File: config.mk
export PLATFORM = sky130hd
export DESIGN_NAME = cla_wide_seq
export DESIGN_NICKNAME = d
export VERILOG_FILES = /design/src/rtl/cla_wide_seq.sv
export SDC_FILE = /design/constraint.sdc
export NUM_CORES = 1
export LEC_CHECK = 0
export BUFFER_PORTS_ARGS = -buffer_cell sky130_fd_sc_hd__buf_2
export CAP_MARGIN = 0
export CORE_MARGIN = 10
export CORE_UTILIZATION = 40
export DETAILED_ROUTE_END_ITERATION = 6
export REMOVE_ABC_BUFFERS = 1
export SLEW_MARGIN = 20
export SYNTH_ARGS = -nofsm -noshare
export SYNTH_HDL_FRONTEND = slang
export SYNTH_SLANG_ARGS = --single-unit
export TNS_END_PERCENT = 30
File: constraint.sdc
create_clock -name clk -period 13.9 [get_ports clk]
set_input_delay 1.39 -clock clk [delete_from_list [all_inputs] [get_ports clk]]
set_output_delay 1.39 -clock clk [all_outputs]
set_load 0.01 [all_outputs]
File: src/rtl/cla_wide_seq.sv
// cla_wide_seq: multi-cycle wide-operand add sequencer.
// Streams 32*WORDS-bit operands through one external combinational 32-bit adder,
// one chunk per cycle with the LSB chunk first. The inter-chunk carry is kept in a
// register and derived from chunk MSBs, because the adder has no carry-out port.
// Optional feature: define SUB_EN to add the in_sub port (A-B via ~B and carry-in 1).
module cla_wide_seq #(
    parameter int unsigned WORDS = 4
) (
    input  logic                clk,
    input  logic                rst,
    input  logic                in_valid,
    output logic                in_ready,
    input  logic [32*WORDS-1:0] in_a,
    input  logic [32*WORDS-1:0] in_b,
    input  logic                in_cin,
`ifdef SUB_EN
    input  logic                in_sub,
`endif
    output logic                out_valid,
    input  logic                out_ready,
    output logic [32*WORDS-1:0] out_sum,
    output logic                out_cout,
    output logic                out_overflow,
    output logic [31:0]         add_a,
    output logic [31:0]         add_b,
    output logic                add_cin,
    input  logic [31:0]         add_sum,
    output logic                busy
);

    localparam int unsigned W    = 32 * WORDS;
    localparam int unsigned IdxW = $clog2(WORDS);
    localparam logic [IdxW-1:0] LastIdx = IdxW'(WORDS - 1);

    typedef enum logic [1:0] {
        StIdle,
        StRun,
        StDone
    } state_e;

    state_e          state_q, state_d;
    logic [IdxW-1:0] idx_q, idx_d;
    logic            carry_q, carry_d;
    logic [W-1:0]    a_q, a_d;
    logic [W-1:0]    b_q, b_d;
    logic [W-1:0]    sum_q, sum_d;
    logic            cout_q, cout_d;
    logic            ovf_q, ovf_d;
    logic            sub_q, sub_d;

    // Subtract request; tied low when the feature is not built in.
    logic sub_in;
`ifdef SUB_EN
    assign sub_in = in_sub;
`else
    assign sub_in = 1'b0;
`endif

    logic [31:0] a_chunk;
    logic [31:0] b_chunk;
    logic [31:0] b_eff;
    logic        chunk_cout;

    // Select the operand chunk for the current index; invert B when subtracting.
    always_comb begin
        a_chunk    = a_q[32*idx_q +: 32];
        b_chunk    = b_q[32*idx_q +: 32];
        b_eff      = sub_q ? ~b_chunk : b_chunk;
        // Carry out of a 32-bit add recovered from the MSBs of operands and sum.
        chunk_cout = (a_chunk[31] & b_eff[31]) | ((a_chunk[31] ^ b_eff[31]) & ~add_sum[31]);
    end

    // Next-state and output decode for the sequencer.
    always_comb begin
        state_d   = state_q;
        idx_d     = idx_q;
        carry_d   = carry_q;
        a_d       = a_q;
        b_d       = b_q;
        sum_d     = sum_q;
        cout_d    = cout_q;
        ovf_d     = ovf_q;
        sub_d     = sub_q;
        in_ready  = 1'b0;
        out_valid = 1'b0;
        busy      = 1'b0;
        add_a     = 32'h0;
        add_b     = 32'h0;
        add_cin   = 1'b0;

        unique case (state_q)
            StIdle: begin
                in_ready = ~rst;
                if (in_valid && in_ready) begin
                    a_d     = in_a;
                    b_d     = in_b;
                    sub_d   = sub_in;
                    // Subtraction supplies the +1 of the two's complement; in_cin is ignored.
                    carry_d = sub_in ? 1'b1 : in_cin;
                    idx_d   = '0;
                    state_d = StRun;
                end
            end
            StRun: begin
                busy    = 1'b1;
                add_a   = a_chunk;
                add_b   = b_eff;
                add_cin = carry_q;
                sum_d[32*idx_q +: 32] = add_sum;
                carry_d = chunk_cout;
                if (idx_q == LastIdx) begin
                    cout_d  = chunk_cout;
                    // Signed overflow judged on the top chunk as presented to the adder.
                    ovf_d   = ~(a_chunk[31] ^ b_eff[31]) & (add_sum[31] ^ a_chunk[31]);
                    state_d = StDone;
                end else begin
                    idx_d = idx_q + 1'b1;
                end
            end
            StDone: begin
                busy      = 1'b1;
                out_valid = 1'b1;
                if (out_ready) begin
                    state_d = StIdle;
                end
            end
            default: begin
                state_d = StIdle;
            end
        endcase
    end

    // State and datapath registers; reset aborts any transaction in flight.
    always_ff @(posedge clk or posedge rst) begin
        if (rst) begin
            state_q <= StIdle;
            idx_q   <= '0;
            carry_q <= 1'b0;
            a_q     <= '0;
            b_q     <= '0;
            sum_q   <= '0;
            cout_q  <= 1'b0;
            ovf_q   <= 1'b0;
            sub_q   <= 1'b0;
        end else begin
            state_q <= state_d;
            idx_q   <= idx_d;
            carry_q <= carry_d;
            a_q     <= a_d;
            b_q     <= b_d;
            sum_q   <= sum_d;
            cout_q  <= cout_d;
            ovf_q   <= ovf_d;
            sub_q   <= sub_d;
        end
    end

    // Result registers are presented directly; they only change in RUN.
    assign out_sum      = sum_q;
    assign out_cout     = cout_q;
    assign out_overflow = ovf_q;

endmodule

# Yosys cells after proc, flatten, opt, wreduce, memory -nomap -nowiden

Index checks and enable logic that the tools add are counted.

Memory bits (read-only): 0
Flip-flop bits (word level): 391
Input port bits: 293
Logic and storage cells: 55
Memories: 0
Bits in latches: 0
RAM bits: 0

Mux-type cells: 16
Bitwise logic cells: 9
$mul: 0
Shift operators: 4
Equal/unequal tests: 7
$add $sub $neg: 2
Div/mod/pow operators: 0
Reductions and logical operators: 9
Order comparisons: 0

Operators with widths:

| operator                    | count |
|---|---|
| $shiftx A128 B8 Y32         | 2 |
| $bwmux W128                 | 1 |
| $shift A32 B34 Y128 const A | 1 |
| $shiftx A32 B34 Y128        | 1 |
| $mux W32                    | 2 |
| $neg A7 Y34                 | 1 |
| $mux W2                     | 5 |
| $ne A2 B2 Y1 const B        | 4 |
| $pmux W2 S3                 | 1 |
| $reduce_and A2 Y1           | 3 |
| $reduce_and A3 Y1           | 2 |
| $mux W1                     | 5 |
| $eq A2 B2 Y1 const B        | 2 |
| $pmux W2 S2                 | 1 |
| $and A1 B1 Y1               | 3 |
| $not A1 Y1                  | 3 |
| $add A2 B1 Y2 const B       | 1 |
| $eq A2 B1 Y1 const B        | 1 |
| $logic_not A2 Y1            | 1 |
| $pmux W1 S2                 | 1 |
| $reduce_bool A2 Y1          | 1 |
| $reduce_or A2 Y1            | 1 |
| $xor A1 B1 Y1               | 2 |
| $logic_and A1 B1 Y1         | 1 |
| $or A1 B1 Y1                | 1 |

# Logic depth before layout (Yosys ltp)

Depth in word-level cells: 5
Mapped depth: 11
Gate-level depth less buffers: 6

# Worst setup path after synthesis

Ideal clock, no wire load.

Path kind: input port to output port
Start: input rst
End: output in_ready
Arrival time: 1.568 ns
Slack: 10.942 ns
Data required time: 12.510 ns
Path buffers: 0
Stages: 1
Cell sequence: nor2b_1

Cells in the longest elaborated chain, start to end: 2

Ends and longest elaborated chain:

| element         | RTL line | RTL |
|---|---|---|
| start, declared | 10       | `input logic rst,` |
| $not A1 Y1      | 93       | `in_ready = ~rst;` |
| $mux W1         | 91       | `unique case (state_q)` |
| end, declared   | 12       | `output logic in_ready,` |

Every way passes these cells.

# Worst setup path after layout

Start: register idx_q[1]
End: output add_b[2]

Cells in the longest elaborated chain, start to end: 2

Ends and longest elaborated chain:

| element                | RTL line | RTL |
|---|---|---|
| start, declared        | 42       | `logic [IdxW-1:0] idx_q, idx_d;` |
| start signal, assigned | 147      | `idx_q <= idx_d;` |
| $shiftx A128 B8 Y32    | 67       | `b_chunk = b_q[32*idx_q +: 32];` |
| $mux W32               | 91       |  |
| end, declared          | 25       | `output logic [31:0] add_b,` |

Every way passes these cells.

==> results.md <==
* Vias in the first global route at 14400
* Worst skew pair latency at 0.55 ns
* Critical path buffer and inverter count at 2
* CP startpoint kind: register
* Wirelength, routed at 53900 um
* Distinct cell type count of the synthesized netlist at 33
* Clk buf depth at 3
* Layout cell share with drive strength beyond 1 at 0.315
* # clock sinks at 391
* CP required at 12.51 ns
* Detailed-route DRC error count at 0
* Tmin final at 4.35 ns
* Slew Limit Fails at 0
* Congestion Overflow GR at 0
* CTS resizes at 0
* Vias per cell at 5.11
* Slew headroom at 0.396
* Netlist Area Pre-Place at 16700 um2
* Worst R2R Path Depth at 9
* Postcts setup bufs at 0
* Delay-heaviest family, CP: buffers and inverters
* Initial antenna violation count at 4
* Die W at 224 um
* Max cap viols at 0
* Slew @ Worst Pin at 0.905 ns
* Min-delay worst type: reg -> reg
* CP max stage delay at 0.78 ns
* Syn Area/Cell at 10.5 um2
* H-tree depth at 2
* Synth top area share at 0.587
* Pre-antenna DRT Iters at 5
* First-pass GRT wire length at 83800 um
* DRT antenna net count at 0
* Yosys warns at 0
* Post-synthesis register bit count at 391
* Nets at 2333
* Final period util at 0.313
* Layout area overhead at 24.5%
* Outcome: finished, final reports clean
* Setup ws final at 9.55 ns
* Post-place setup slack at 9.47 ns
* Worst EP arrival at 2.96 ns
* Fmax at 0.230 GHz
* Crit Path Max Fanout at 49
* CP endpoint kind: output port
* Crit path cell chain: buf_4 > mux4_2 > and2_1 > buf_2
* CP max-delay cell: buf_4
* CTS tree: built
* Pleak at 11.4 nW
* I/O pins at 491
* FP Rows at 74
* Hpwl dp at 37800 um
* Initial drt markers at 996
* Largest net degree at the start of global routing at 127
* Final setup fails at 0
* CTS buffer count at 42
* Top_reg_cell synth: dfrtp_1
* Post-synth EDFFs at 0
* Total chip power at 4.69 mW
* Crit Path Category: reg -> out
* Worst Skew at 0.0110 ns
* Die area at 50200 um2
* Total core area at 41000 um2
* Clk pin slew, worst setup/hold paths at 0.06 ns
* Root buffer cell: clkbuf_16
* Synth area leaders: dfrtp_1 (59%), nand2_1 (18%), mux4_2 (8.7%)
* Dominant cell type by area after synthesis: dfrtp_1
* Filler cell count at 3816
* Pwr dens at 226 nW/um2
* Sequential share of the synthesized area at 0.587
* Initial Util at 0.406
* Vias at 13200
* Final TNS setup at 0 ns
* Hold depth at 2
* Post-CTS Hold Buffers at 0
* Ys async rst share at 1.00
* Wire per inst at 20.8 um
* RSZ-0062 raised after global routing: no
* Final Hold Fails at 0
* Die outline height at 224 um
* Cells after Synth at 1579
* Port bufs at 490
* Tot GR Track Use at 0.212
* Peak supply drop at 0.000116 V
* Crit. path cell count at 4
* GPL Wtd Cong at 0.828
-- registers in the layout, indices dropped and copies added (netlist names) --
name	count
a_q	128
b_q	128
carry_q	1
idx_q	2
out_cout	1
out_overflow	1
out_sum	128
state_q	2
-- synth_stat cells, types with 3 or more instances --
cell,instances
a21oi_1,4
nand2_1,779
and2_1,65
a22o_1,128
inv_1,7
ha_1,11
dfrtp_1,391
o21ai_0,3
buf_4,10
buf_6,4
clkbuf_1,25
mux4_2,64
buf_2,62
-- path summary, 6_finish.rpt --
| check | startpoint | end | slack, ns |
|---|---|---|---|
| min in group asynchronous | rst | a_q[45]$_DFFE_PP0P_ | 1.02 |
| max in group asynchronous | rst | out_sum[124]$_DFFE_PP0P_ | 10.51 |
| worst max-delay path | idx_q[1]$_DFFE_PP0P_ | add_b[2] | 9.55 |
| worst min-delay path | b_q[109]$_DFFE_PP0P_ | b_q[109]$_DFFE_PP0P_ | 0.47 |
| worst min register to register | b_q[109]$_DFFE_PP0P_ | b_q[109]$_DFFE_PP0P_ | 0.47 |
| worst max register to register | state_q[0]$_DFFE_PP0P_ | a_q[76]$_DFFE_PP0P_ | 10.24 |
-- worst register-to-register path: stages, from the launching register on --
cell and delay, ns:
dfrtp_1 0.40, inv_1 0.10, ha_1 0.41, nand3b_1 0.17
buf_4 0.60, buf_4 0.83, buf_4 0.52, buf_16 0.33
nand2_1 0.16, nand2_1 0.07
-- per-layer routing --
metal | part of all wire | global-route usage | vias to the layer above | wire [um]
met5 | 0.00065 | 0 | - | 35
met3 | 0.083 | 0.0609 | 78 | 4490
met2 | 0.48 | 0.346 | 487 | 25700
met4 | 0.024 | 0.0687 | 6 | 1320
li1 | - | - | 6084 | -
met1 | 0.42 | 0.268 | 6585 | 22400
-- stage by stage --
stage / util / hold slack, ns / cells / instance area, um2
CTS: 0.505 / 0.471 / 2587 / 20700
finish: 0.505 / 0.466 / 2589 / 20700
global placement: 0.473 / 0.452 / 2516 / 19400
global route: 0.505 / 0.489 / 2589 / 20700
detailed placement: 0.473 / 0.457 / 2516 / 19400
floorplan: - / 0.440 / 1474 / 16100
-- where the power goes --
part	switching, mW	leakage (nW)	internal (mW)
clock network	0.454	0.649	0.632
registers	0.284	5.04	1.62
logic	0.915	5.70	0.787
-- cells in the final DEF (no fill, tap or decap), types with 2 or more instances in the layout --
| master | Yosys | final |
|---|---|---|
| nand2_1 | 779 | 779 |
| buf_2 | 62 | 490 |
| dfrtp_1 | 391 | 389 |
| a22o_1 | 128 | 128 |
| and2_1 | 65 | 65 |
| mux4_2 | 64 | 64 |
| clkbuf_16 | 0 | 43 |
| buf_4 | 10 | 19 |
| ha_1 | 11 | 10 |
| clkbuf_1 | 25 | 10 |
| clkbuf_8 | 0 | 9 |
| inv_1 | 7 | 6 |
| clkinv_2 | 0 | 6 |
| a21oi_1 | 4 | 4 |
| o21ai_0 | 3 | 3 |
| nor2b_1 | 2 | 2 |
| nor2_1 | 2 | 2 |
| nor3_4 | 2 | 2 |
| nor4b_4 | 2 | 2 |
| dfrtp_4 | 0 | 2 |
-- kinds of logic after synthesis --
kind of cell | count (synthesis) | synth area share
DFF | 391 | 0.587
and+or+nand+nor | 855 | 0.207
xor gates and xnor gates | 1 | 0.000526
adders and majority gates | 11 | 0.00826
buffers and inverters | 113 | 0.0361
AOI/OAI and AO/OA | 142 | 0.0726
muxes | 66 | 0.0878
-- area by class of cell --
type,count,area [um2],area share
Antenna cell,1,2.50,0.000121
Clock buffer,62,1240,0.0597
Clock inverter,9,76.3,0.00368
Inverter,8,37.5,0.00181
Multi-Input combinational cell,1075,6290,0.303
Sequential cell,391,9790,0.472
Tap cell,532,666,0.0321
Timing Repair Buffer,511,2630,0.127
(Power assumes the default switching activity.)
